--- config.mk ---
export PLATFORM = sky130hd
export DESIGN_NAME = wide_add_seq
export DESIGN_NICKNAME = d
export VERILOG_FILES = /design/src/rtl/wide_add_seq_pkg.sv /design/src/rtl/wide_add_seq_add16.sv /design/src/rtl/wide_add_seq.sv
export SDC_FILE = /design/constraint.sdc
export NUM_CORES = 1
export LEC_CHECK = 0
export CAP_MARGIN = 20
export CORE_ASPECT_RATIO = 1.2
export CORE_MARGIN = 5
export CORE_UTILIZATION = 45
export DETAILED_ROUTE_END_ITERATION = 10
export PLACE_DENSITY = 0.81
export SYNTH_ARGS = -nofsm -noshare
export SYNTH_HDL_FRONTEND = slang
export SYNTH_HIERARCHICAL = 1
export SYNTH_SLANG_ARGS = --single-unit
--- constraint.sdc ---
create_clock -name clk -period 39.3 [get_ports clk]
set_input_delay 5.895 -clock clk [delete_from_list [all_inputs] [get_ports clk]]
set_output_delay 5.895 -clock clk [all_outputs]
set_load 0.02 [all_outputs]
--- src/rtl/wide_add_seq_pkg.sv ---
// Shared constants for the sequential multi-word adder: the slice width and the FSM state encodings.
package wide_add_seq_pkg;

    localparam int SLICE_W = 16;

    localparam logic [1:0] ST_IDLE = 2'd0;
    localparam logic [1:0] ST_RUN  = 2'd1;
    localparam logic [1:0] ST_DONE = 2'd2;

endpackage

--- src/rtl/wide_add_seq_add16.sv ---
// 16-bit combinational carry-lookahead slice adder that uses four 4-bit lookahead groups.
// It also exports the carry into bit 15, which the parent uses to compute signed overflow.
module add16_slice
    import wide_add_seq_pkg::*;
(
    input  logic [SLICE_W-1:0] x,
    input  logic [SLICE_W-1:0] y,
    input  logic               ci,
    output logic [SLICE_W-1:0] s,
    output logic               co,
    output logic               c15
);

    logic [SLICE_W-1:0] w_g;
    logic [SLICE_W-1:0] w_p;
    logic [SLICE_W:0]   w_c;

    assign w_g = x & y;
    assign w_p = x | y;

    // Each group forms its internal carries and its group carry directly from the group carry-in.
    always_comb begin
        logic v_gacc;
        logic v_pacc;
        w_c    = '0;
        w_c[0] = ci;
        for (int j = 0; j < SLICE_W / 4; j++) begin
            v_gacc = 1'b0;
            v_pacc = 1'b1;
            for (int i = 0; i < 4; i++) begin
                v_gacc = w_g[4*j+i] | (w_p[4*j+i] & v_gacc);
                v_pacc = v_pacc & w_p[4*j+i];
                w_c[4*j+i+1] = v_gacc | (v_pacc & w_c[4*j]);
            end
        end
    end

    assign s   = x ^ y ^ w_c[SLICE_W-1:0];
    assign co  = w_c[SLICE_W];
    assign c15 = w_c[SLICE_W-1];

endmodule

--- src/rtl/wide_add_seq.sv ---
// Sequential WORDS*16-bit adder that processes one 16-bit slice per cycle, least significant slice first.
// The result is registered and is held in DONE until the consumer takes it.
module wide_add_seq
    import wide_add_seq_pkg::*;
#(
    parameter int WORDS = 4,
    parameter int SLICE = SLICE_W
)
(
    input  logic                   clk,
    input  logic                   rst,
    input  logic                   in_valid,
    output logic                   in_ready,
    input  logic [SLICE*WORDS-1:0] a,
    input  logic [SLICE*WORDS-1:0] b,
    input  logic                   cin,
    output logic                   out_valid,
    input  logic                   out_ready,
    output logic [SLICE*WORDS-1:0] sum,
    output logic                   cout,
    output logic                   ovf,
    output logic                   busy
);

    localparam int W     = SLICE * WORDS;
    localparam int IDX_W = (WORDS > 1) ? $clog2(WORDS) : 1;

    logic [1:0]         r_state;
    logic [W-1:0]       r_a;
    logic [W-1:0]       r_b;
    logic [W-1:0]       r_sum;
    logic               r_carry;
    logic               r_cout;
    logic               r_ovf;
    logic [IDX_W-1:0]   r_idx;

    logic [SLICE_W-1:0] w_x;
    logic [SLICE_W-1:0] w_y;
    logic [SLICE_W-1:0] w_s;
    logic               w_co;
    logic               w_c15;
    logic               w_last;

    assign w_x    = r_a[r_idx*SLICE_W +: SLICE_W];
    assign w_y    = r_b[r_idx*SLICE_W +: SLICE_W];
    assign w_last = (r_idx == IDX_W'(WORDS - 1));

    add16_slice u_slice (
        .x   (w_x),
        .y   (w_y),
        .ci  (r_carry),
        .s   (w_s),
        .co  (w_co),
        .c15 (w_c15)
    );

    always_ff @(posedge clk) begin
        if (rst) begin
            r_state <= ST_IDLE;
            r_sum   <= '0;
            r_cout  <= 1'b0;
            r_ovf   <= 1'b0;
            r_carry <= 1'b0;
            r_idx   <= '0;
        end else begin
            case (r_state)
                ST_IDLE: begin
                    if (in_valid) begin
                        r_a     <= a;
                        r_b     <= b;
                        r_carry <= cin;
                        r_idx   <= '0;
                        r_state <= ST_RUN;
                    end
                end
                ST_RUN: begin
                    r_sum[r_idx*SLICE_W +: SLICE_W] <= w_s;
                    r_carry                         <= w_co;
                    if (w_last) begin
                        r_cout  <= w_co;
                        r_ovf   <= w_c15 ^ w_co;
                        r_idx   <= '0;
                        r_state <= ST_DONE;
                    end else begin
                        r_idx <= r_idx + IDX_W'(1);
                    end
                end
                ST_DONE: begin
                    if (out_ready) begin
                        r_state <= ST_IDLE;
                    end
                end
                default: r_state <= ST_IDLE;
            endcase
        end
    end

    assign in_ready  = (r_state == ST_IDLE);
    assign out_valid = (r_state == ST_DONE);
    assign busy      = (r_state == ST_RUN);
    assign sum       = r_sum;
    assign cout      = r_cout;
    assign ovf       = r_ovf;

endmodule

==> impl_metrics.json, run 1 <==
{
  "outcome": "finished, final reports clean",
  "start_util": 0.455,
  "htreeDepth": 4,
  "cts_setup_buffers": 0,
  "synth_nets": 745,
  "root_buffer": "clkbuf_16",
  "final_nets": 945,
  "grtUsageTotal": 0.177,
  "portBuffers": 201,
  "power.total_mw": 0.486,
  "cap_violations": 0,
  "antenna_found_initial": 0,
  "finalHoldViolations": 0,
  "vias_per_cell": 5.22,
  "synth.distinct_cells": 51,
  "power_density_mw_per_mm2": 43.7,
  "cts_buffers": 17,
  "fp.dieH_um": 158,
  "grt_max_degree": 74,
  "dieArea_mm2": 0.0211,
  "rrSetupSlack_ns": 35.08,
  "report.final.slew_viol_count": 0,
  "fmax_mhz": 121,
  "period_share": 0.210,
  "cts_sinks": 199,
  "synth_top_area_cell": "edfxtp_1",
  "worst_slack_ns": 31.05,
  "tns_ns": 0,
  "cts_buffer_depth": 2,
  "synth_fa_ha_area_frac": 0.0659,
  "areaGrowthSynthToFinish_pct": 34.7,
  "syn_area_per_cell_um2": 14.4,
  "muxShareOfSynthArea": 0.0886,
  "cts_resized": 0,
  "drt_first_pass_iters": 4,
  "min_from": "sum[17]",
  "crit_path_end_kind": "flip-flop",
  "ys.flop_type": "edfxtp_1",
  "dr_total_vias": 5247,
  "tightest_slew_ns": 1.07,
  "critPathKind": "in2reg",
  "synth_edf_count": 128,
  "detail-route-antenna-nets": 0,
  "start_kind": "primary input",
  "ys.warnings.count": 6,
  "peakVddDrop_mv": 0.0311,
  "fill_cells": 1340,
  "core_mm2": 0.0181,
  "worst_clock_skew_ns": 0.0153,
  "io_pins": 202,
  "utilization": 0.613,
  "syn_area_mm2": 0.00824,
  "cts_tree": "built",
  "path_max_fanout": 73,
  "power.leakage_nw": 3.93,
  "ys_top_cells_by_count": "128 x edfxtp_1, 71 x dfxtp_1, 47 x inv_1, 44 x a21oi_1, 37 x ha_1",
  "num_rows": 54,
  "setup_viol": 0,
  "routedWlPerCell_um": 18.5,
  "grt_first_pass_wirelength_um": 28600,
  "post-place-ws_ns": 30.59,
  "drc_errors": 0,
  "synthSimpleGateAreaFrac": 0.0742,
  "hold_path_class": "reg2reg",
  "antenna_cells": 0,
  "clk_pin_slew_ns": 0.07,
  "wirelength_um": 18700,
  "slew_headroom": 0.283,
  "dp_hpwl_um": 13600,
  "crit_start": "rst",
  "drt_iter0_drc": 396,
  "synth_top_area_frac": 0.466,
  "gp_congestion": 0.816,
  "synth_area_leaders": "edfxtp_1 47%, dfxtp_1 17%, mux4_2 8.7%",
  "cp.arrival_ns": 8.30,
  "grt_overflow_total": 0,
  "synth-xor-area-share": 0.0138,
  "timing.hold.ws_ns": 0.452,
  "place_area_mm2": 0.0105,
  "required_ns": 39.35,
  "post-synth-top-count-cell": "edfxtp_1",
  "design_area_mm2": 0.0111,
  "clock_latency_ns": 0.43,
  "ctsHoldBuffers": 0,
  "synth_top_family_by_area": "multiplexers",
  "grt_setup_unrepaired": "no",
  "synth-seq-cells": 199,
  "grt_pass1_vias": 5372,
  "async_reset_ff_frac": 0,
  "final_cells": 1006,
  "fin_crit_ns": 8.25,
  "rr_startpoint": "r_idx[0]",
  "synth_cells": 571,
  "drive_gt1_frac": 0.106,
  "ys_seq_area_frac": 0.639,
  "synth_compound_area_frac": 0.0821,
  "place_inst": 976,
  "die_w_um": 134
}
-- critical path, stage by stage --
cell and delay [ns]:
clkdlybuf4s50_1 0.40, buf_4 0.27, nor4b_2 0.25, buf_4 0.62
buf_4 0.80
-- layout by cell type (no fill, tap or decap), types with 3 or more instances in the layout --
master,n
a21oi_1,44
a22o_1,32
buf_4,7
bufinv_16,4
clkbuf_16,17
clkdlybuf4s50_1,201
dfxtp_1,69
edfxtp_1,128
fa_1,4
ha_1,37
inv_1,47
inv_6,5
mux4_2,32
nand2_1,36
nand2b_1,4
nand3_1,32
nand3b_1,3
nor2_1,14
nor2b_1,4
nor3_1,6
o21bai_1,4
xnor2_1,7
xor2_1,6
-- state kept, by name, summed over array words and instances (netlist names) --
register  flops
r_carry       1
r_a          64
r_idx         2
r_b          64
ovf           1
sum          64
cout          1
r_state       2
-- area by class of cell --
class                      instances  area [um2]  share of cell area
multi-input combinational        297        2690               0.242
sequential                       199        5270               0.474
tap                              224         280              0.0252
inverter                          47         176              0.0159
clock buffer                      18         429              0.0386
clock inverter                    12         190              0.0171
timing repair buffer             209        2080               0.187
-- power breakdown --
part,leakage (nW),internal [mW],switching [mW]
sequential,1.76,0.230,0.00400
combinational,1.88,0.0320,0.0351
clock,0.296,0.107,0.0768
total,3.93,0.370,0.116
-- path summary, 6_finish.rpt --
path,depth (start not counted),end
worst max-delay path,5,r_b[10]
worst min-delay path,2,sum[17]
worst max register to register,12,sum[61]
worst min register to register,2,sum[17]
-- layer usage --
layer / wire, um / global-route usage / up-vias
met3: 1090 / 0.0439 / 16
met4: 295 / 0.0598 / 0
met5: 0 / 0 / -
li1: - / - / 2511
met1: 7550 / 0.217 / 2551
met2: 9720 / 0.308 / 169
-- cell families after synthesis --
| group | Yosys count |
|---|---|
| flops | 199 |
| simple gates | 114 |
| compound gates | 96 |
| buf+inv | 75 |
| fa+ha+maj | 41 |
| mux | 33 |
| xor+xnor | 13 |
(Power assumes the default switching activity.)
==> run 2: changes to the inputs <==
==> constraint.sdc (replaced) <==
create_clock -name clk -period 7.9 [get_ports clk]
set_input_delay 1.185 -clock clk [delete_from_list [all_inputs] [get_ports clk]]
set_output_delay 1.185 -clock clk [all_outputs]
set_load 0.02 [all_outputs]
==> impl_metrics.json, run 2 (synthesis gave the netlist of run 1 again) <==
{
  "pwr-share-comb": 0.144,
  "cts_setup_buffers": 0,
  "grt_pass1_vias": 5373,
  "switchingPower_mw": 0.593,
  "reg2reg_to": "sum[30]",
  "routedWlPerCell_um": 18.5,
  "final_nets": 946,
  "ctsHoldBuffers": 0,
  "dieArea_mm2": 0.0211,
  "dp_hpwl_um": 13800,
  "tightest_slew_ns": 0.986,
  "start_kind": "flip-flop",
  "clock_latency_ns": 0.43,
  "worst_clock_skew_ns": 0.0119,
  "report.final.slew_viol_count": 0,
  "portBuffers": 201,
  "worst_slack_ns": 4.09,
  "cts_sinks": 199,
  "critPathKind": "reg2reg",
  "hold_path_class": "reg2reg",
  "drive_gt1_frac": 0.110,
  "min_from": "sum[19]",
  "slew_headroom": 0.343,
  "p_seq_frac": 0.502,
  "dr_total_vias": 5283,
  "detail-route-antenna-nets": 0,
  "cts_buffer_depth": 2,
  "worst-r2r-cell-count": 11,
  "clk_pin_slew_ns": 0.07,
  "setup_viol": 0,
  "rrSetupSlack_ns": 4.09,
  "antenna_found_initial": 0,
  "cts_tree": "built",
  "whs_endpoint": "sum[19]",
  "start_util": 0.455,
  "gp_congestion": 0.818,
  "sw_frac_of_total": 0.256,
  "cap_violations": 0,
  "crit_path_end_kind": "flip-flop",
  "areaGrowthSynthToFinish_pct": 34.2,
  "clockPowerShare": 0.354,
  "htreeDepth": 4,
  "tns_ns": 0,
  "drt_first_pass_iters": 5,
  "antenna_cells": 0,
  "peakVddDrop_mv": 0.149,
  "grt_first_pass_wirelength_um": 28400,
  "grt_max_degree": 81,
  "core_mm2": 0.0181,
  "drt_iter0_drc": 370,
  "path_max_fanout": 36,
  "rr_startpoint": "r_idx[1]",
  "power.leakage_nw": 3.91,
  "most-common-layout-cells": "201 x clkdlybuf4s50_1, 128 x edfxtp_1, 69 x dfxtp_1",
  "grt_setup_unrepaired": "no",
  "finalHoldViolations": 0,
  "cp.arrival_ns": 4.17,
  "drc_errors": 0,
  "final_common_cell": "clkdlybuf4s50_1",
  "vias_per_cell": 5.24,
  "num_rows": 54,
  "fp.dieH_um": 158,
  "p_int_mw": 1.72,
  "power_density_mw_per_mm2": 209,
  "outcome": "finished, final reports clean",
  "cts_buffers": 17,
  "holdPathStages": 2,
  "fmax_mhz": 262,
  "io_pins": 202,
  "wirelength_um": 18600,
  "cts_resized": 0,
  "grtUsageTotal": 0.175,
  "period_share": 0.482,
  "required_ns": 8.26,
  "fin_crit_ns": 3.81,
  "post-place-ws_ns": 3.93,
  "root_buffer": "clkbuf_16",
  "grt_overflow_total": 0,
  "die_w_um": 134
}
run 2: cell count changes in the layout (fill, tap and decap cells not counted), sizes merged:
cell	before	now
clkinv	0	6
clkbuf	18	17
bufinv	4	0
clkinvlp	2	3
buf	8	9
run 2: area by class of cell:
| class | instances | area, um2 |
|---|---|---|
| sequential | 199 | 5270 |
| clock inverter | 15 | 139 |
| inverter | 47 | 176 |
| clock buffer | 17 | 425 |
| tap | 224 | 280 |
| timing repair buffer | 210 | 2080 |
| multi-input combinational | 297 | 2700 |
| fill | 1377 | 7040 |
run 2: stage by stage:
| step | cells | hold WS, ns | power (mW) | util | cell area (um2) |
|---|---|---|---|---|---|
| 4_1_cts | 1009 | 0.457 | 2.33 | 0.611 | 11100 |
| 3_5_place_dp | 977 | 0.446 | 1.52 | 0.580 | 10500 |
| 3_3_place_gp | 976 | 0.439 | 1.51 | 0.580 | 10500 |
| 5_1_grt | 1009 | 0.472 | 2.40 | 0.611 | 11100 |
| 2_1_floorplan | 571 | 0.489 | 1.37 | - | 8260 |
| 6_report | 1009 | 0.457 | 2.31 | 0.611 | 11100 |
run 2: how the worst max path moves through the flow:
| stage | from | to | cells after the start |
|---|---|---|---|
| after floorplan | rst | r_a[0] | 3 |
| after global placement | rst | r_a[52] | 5 |
| after detailed placement | rst | r_a[52] | 5 |
| after CTS | r_idx[1] | sum[30] | 11 |
| after global routing | r_idx[0] | sum[61] | 13 |
| final | r_idx[1] | sum[30] | 11 |
run 2: worst max-delay path: stages, from the launching register on:
cell       delay, ns
dfxtp_2         0.91
mux4_2          0.41
inv_1           0.05
ha_1            0.22
or4_4           0.57
a2111oi_4       0.33
o31ai_1         0.15
nor3b_4         0.20
a21oi_1         0.18
xor2_1          0.41
nand3_1         0.13
a21oi_1         0.16
run 2: layer usage:
metal,global-route usage,part of all wire,vias to the layer above
met5,0,0,-
met4,0.0510,0.015,0
met3,0.0490,0.061,21
met2,0.302,0.51,213
met1,0.218,0.41,2540
li1,-,-,2509
run 2: power by group through the flow:
stage	registers, mW	clock network, mW	logic (mW)
2_1_floorplan	1.19	0	0.178
5_1_grt	1.16	0.881	0.357
3_3_place_gp	1.18	0	0.327
6_report	1.16	0.820	0.333
3_5_place_dp	1.19	0	0.332
4_1_cts	1.16	0.837	0.333
==> run 3: changes to the inputs <==
--- a/config.mk
+++ b/config.mk
@@ -10,7 +10,7 @@
 export CORE_MARGIN = 5
 export CORE_UTILIZATION = 45
 export DETAILED_ROUTE_END_ITERATION = 10
-export PLACE_DENSITY = 0.81
+export PLACE_DENSITY = 0.84
 export SYNTH_ARGS = -nofsm -noshare
 export SYNTH_HDL_FRONTEND = slang
 export SYNTH_HIERARCHICAL = 1
==> constraint.sdc (replaced) <==
create_clock -name clk -period 3.35 [get_ports clk]
set_input_delay 0.5025 -clock clk [delete_from_list [all_inputs] [get_ports clk]]
set_output_delay 0.5025 -clock clk [all_outputs]
set_load 0.02 [all_outputs]
==> impl_metrics.json, run 3 (synthesis gave the netlist of run 1 again) <==
{
  "outcome": "finished, final reports clean",
  "worst-path-buf-inv": 3,
  "fp.dieH_um": 158,
  "start_kind": "flip-flop",
  "dieArea_mm2": 0.0211,
  "antenna_cells": 0,
  "critical_path.top_delay_family": "compound AO/OA/AOI/OAI gates",
  "utilization": 0.634,
  "p_int_mw": 4.26,
  "antenna_found_initial": 0,
  "crit_path_frequent_cell": "buf_4",
  "report.final.slew_viol_count": 0,
  "finalHoldViolations": 0,
  "grt_setup_unrepaired": "yes",
  "fin_crit_ns": 3.21,
  "core_mm2": 0.0181,
  "grt_max_degree": 129,
  "vias_per_cell": 5.28,
  "routedWlPerCell_um": 18.5,
  "htreeDepth": 4,
  "drt_iter0_drc": 358,
  "drt_first_pass_iters": 4,
  "clockPowerShare": 0.351,
  "num_rows": 54,
  "final_common_cell": "clkdlybuf4s50_1",
  "drc_errors": 0,
  "grtUsageTotal": 0.177,
  "path_max_fanout": 6,
  "cts_tree": "built",
  "worst_slack_ns": 0.141,
  "peakVddDrop_mv": 0.352,
  "post-place-ws_ns": -0.126,
  "start_util": 0.455,
  "grt_overflow_total": 0,
  "gp_congestion": 0.830,
  "drive_gt1_frac": 0.164,
  "crit_slowest_cell": "mux4_2",
  "slew_headroom": 0.476,
  "power_density_mw_per_mm2": 489,
  "grt_first_pass_wirelength_um": 29000,
  "areaGrowthSynthToFinish_pct": 39.3,
  "dp_hpwl_um": 13900,
  "tightest_slew_ns": 0.784,
  "critPathKind": "reg2reg",
  "cts_buffers": 17,
  "die_w_um": 134,
  "switchingPower_mw": 1.35,
  "root_buffer": "clkbuf_16",
  "most-common-layout-cells": "201 x clkdlybuf4s50_1, 128 x edfxtp_1, 69 x dfxtp_1",
  "clk_pin_slew_ns": 0.07,
  "pwr-share-comb": 0.160,
  "io_pins": 202,
  "cap_violations": 0,
  "cts_sinks": 199,
  "detail-route-antenna-nets": 0,
  "setup_viol": 0,
  "p_seq_frac": 0.488,
  "sw_frac_of_total": 0.240,
  "hold_path_class": "reg2reg",
  "power.leakage_nw": 4.12,
  "critPathMaxStageDelay_ns": 0.54,
  "crit_chain": "buf_4, buf_4, mux4_2, ha_2, and2b_2, o21ai_0, o211ai_1, o21bai_2, fa_1, xor2_1, buf_4, nand3_1, a21oi_1",
  "fmax_mhz": 312,
  "required_ns": 3.71,
  "final_nets": 981,
  "worst_clock_skew_ns": 0.00864,
  "grt_pass1_vias": 5420,
  "wirelength_um": 19300,
  "cp.arrival_ns": 3.57,
  "clock_latency_ns": 0.43,
  "period_share": 0.958,
  "dr_total_vias": 5496,
  "cts_buffer_depth": 2,
  "crit_path_end_kind": "flip-flop",
  "portBuffers": 201
}
-- run 3: cell count changes in the layout (fill, tap and decap cells not counted), moves of 4 or more --
cell | previous run | this run
a21oi_1 | 44 | 40
a21oi_2 | 0 | 4
buf_12 | 0 | 4
buf_4 | 9 | 38
ha_1 | 37 | 33
ha_2 | 0 | 4
inv_8 | 5 | 0
-- run 3: path summary, 6_finish.rpt --
check             depth (start not counted)      end  slack (ns)     start
setup / recovery                         13  sum[57]        0.14  r_idx[0]
hold / removal                            2  sum[19]        0.45   sum[19]
setup reg to reg                         13  sum[57]        0.14  r_idx[0]
hold reg to reg                           2  sum[19]        0.45   sum[19]
-- run 3: power groups by stage --
stage / combinational [mW] / clock [mW] / sequential (mW)
floorplan: 0.424 / 0 / 2.80
global placement: 0.817 / 0 / 2.79
detailed placement: 0.830 / 0 / 2.79
CTS: 0.837 / 2.00 / 2.74
global route: 0.967 / 2.10 / 2.75
finish: 0.900 / 1.97 / 2.74
-- run 3: per-stage QoR --
step	power, mW	TNS, ns	hold slack, ns	cell area [um2]	std cells
floorplan	3.23	-253.22	0.489	8290	571
detailed placement	3.62	-0.321	0.446	10700	994
finish	5.61	0	0.452	11500	1041
global route	5.82	-0.0256	0.465	11500	1041
CTS	5.58	0	0.453	11200	1023
global placement	3.61	0	0.438	10700	994
-- run 3: routing by layer --
metal  vias to the layer above  wire length [um]  global-route usage  share of wire
li1                       2576                 -                   -              -
met1                      2671              7750               0.220           0.40
met2                       219              9870               0.304           0.51
met3                        30              1260              0.0436          0.065
met4                         0               379              0.0632          0.020
met5                         -                 0                   0              0
-- run 3: timing repair --
item                                    in CTS  in global routing
buffers inserted                             0                 17
hold buffers                                 0                  0
endpoints found under the setup margin       4                 43
gates cloned                                 0                  1
pin swaps                                    0                  8
resized for setup                            2                 22
-- run 3: cell type report --
class | count | area (um2)
Fill cell | 1329 | 6620
Sequential cell | 199 | 5270
Multi-Input combinational cell | 297 | 2790
Timing Repair Buffer | 245 | 2410
Clock buffer | 19 | 433
Tap cell | 224 | 280
Inverter | 47 | 176
Clock inverter | 10 | 124
-- run 3: tightest hold or removal path, cell delays in order, from the launching register on --
cell and delay [ns]:
dfxtp_1 0.31, nand2_1 0.05, a21oi_1 0.05
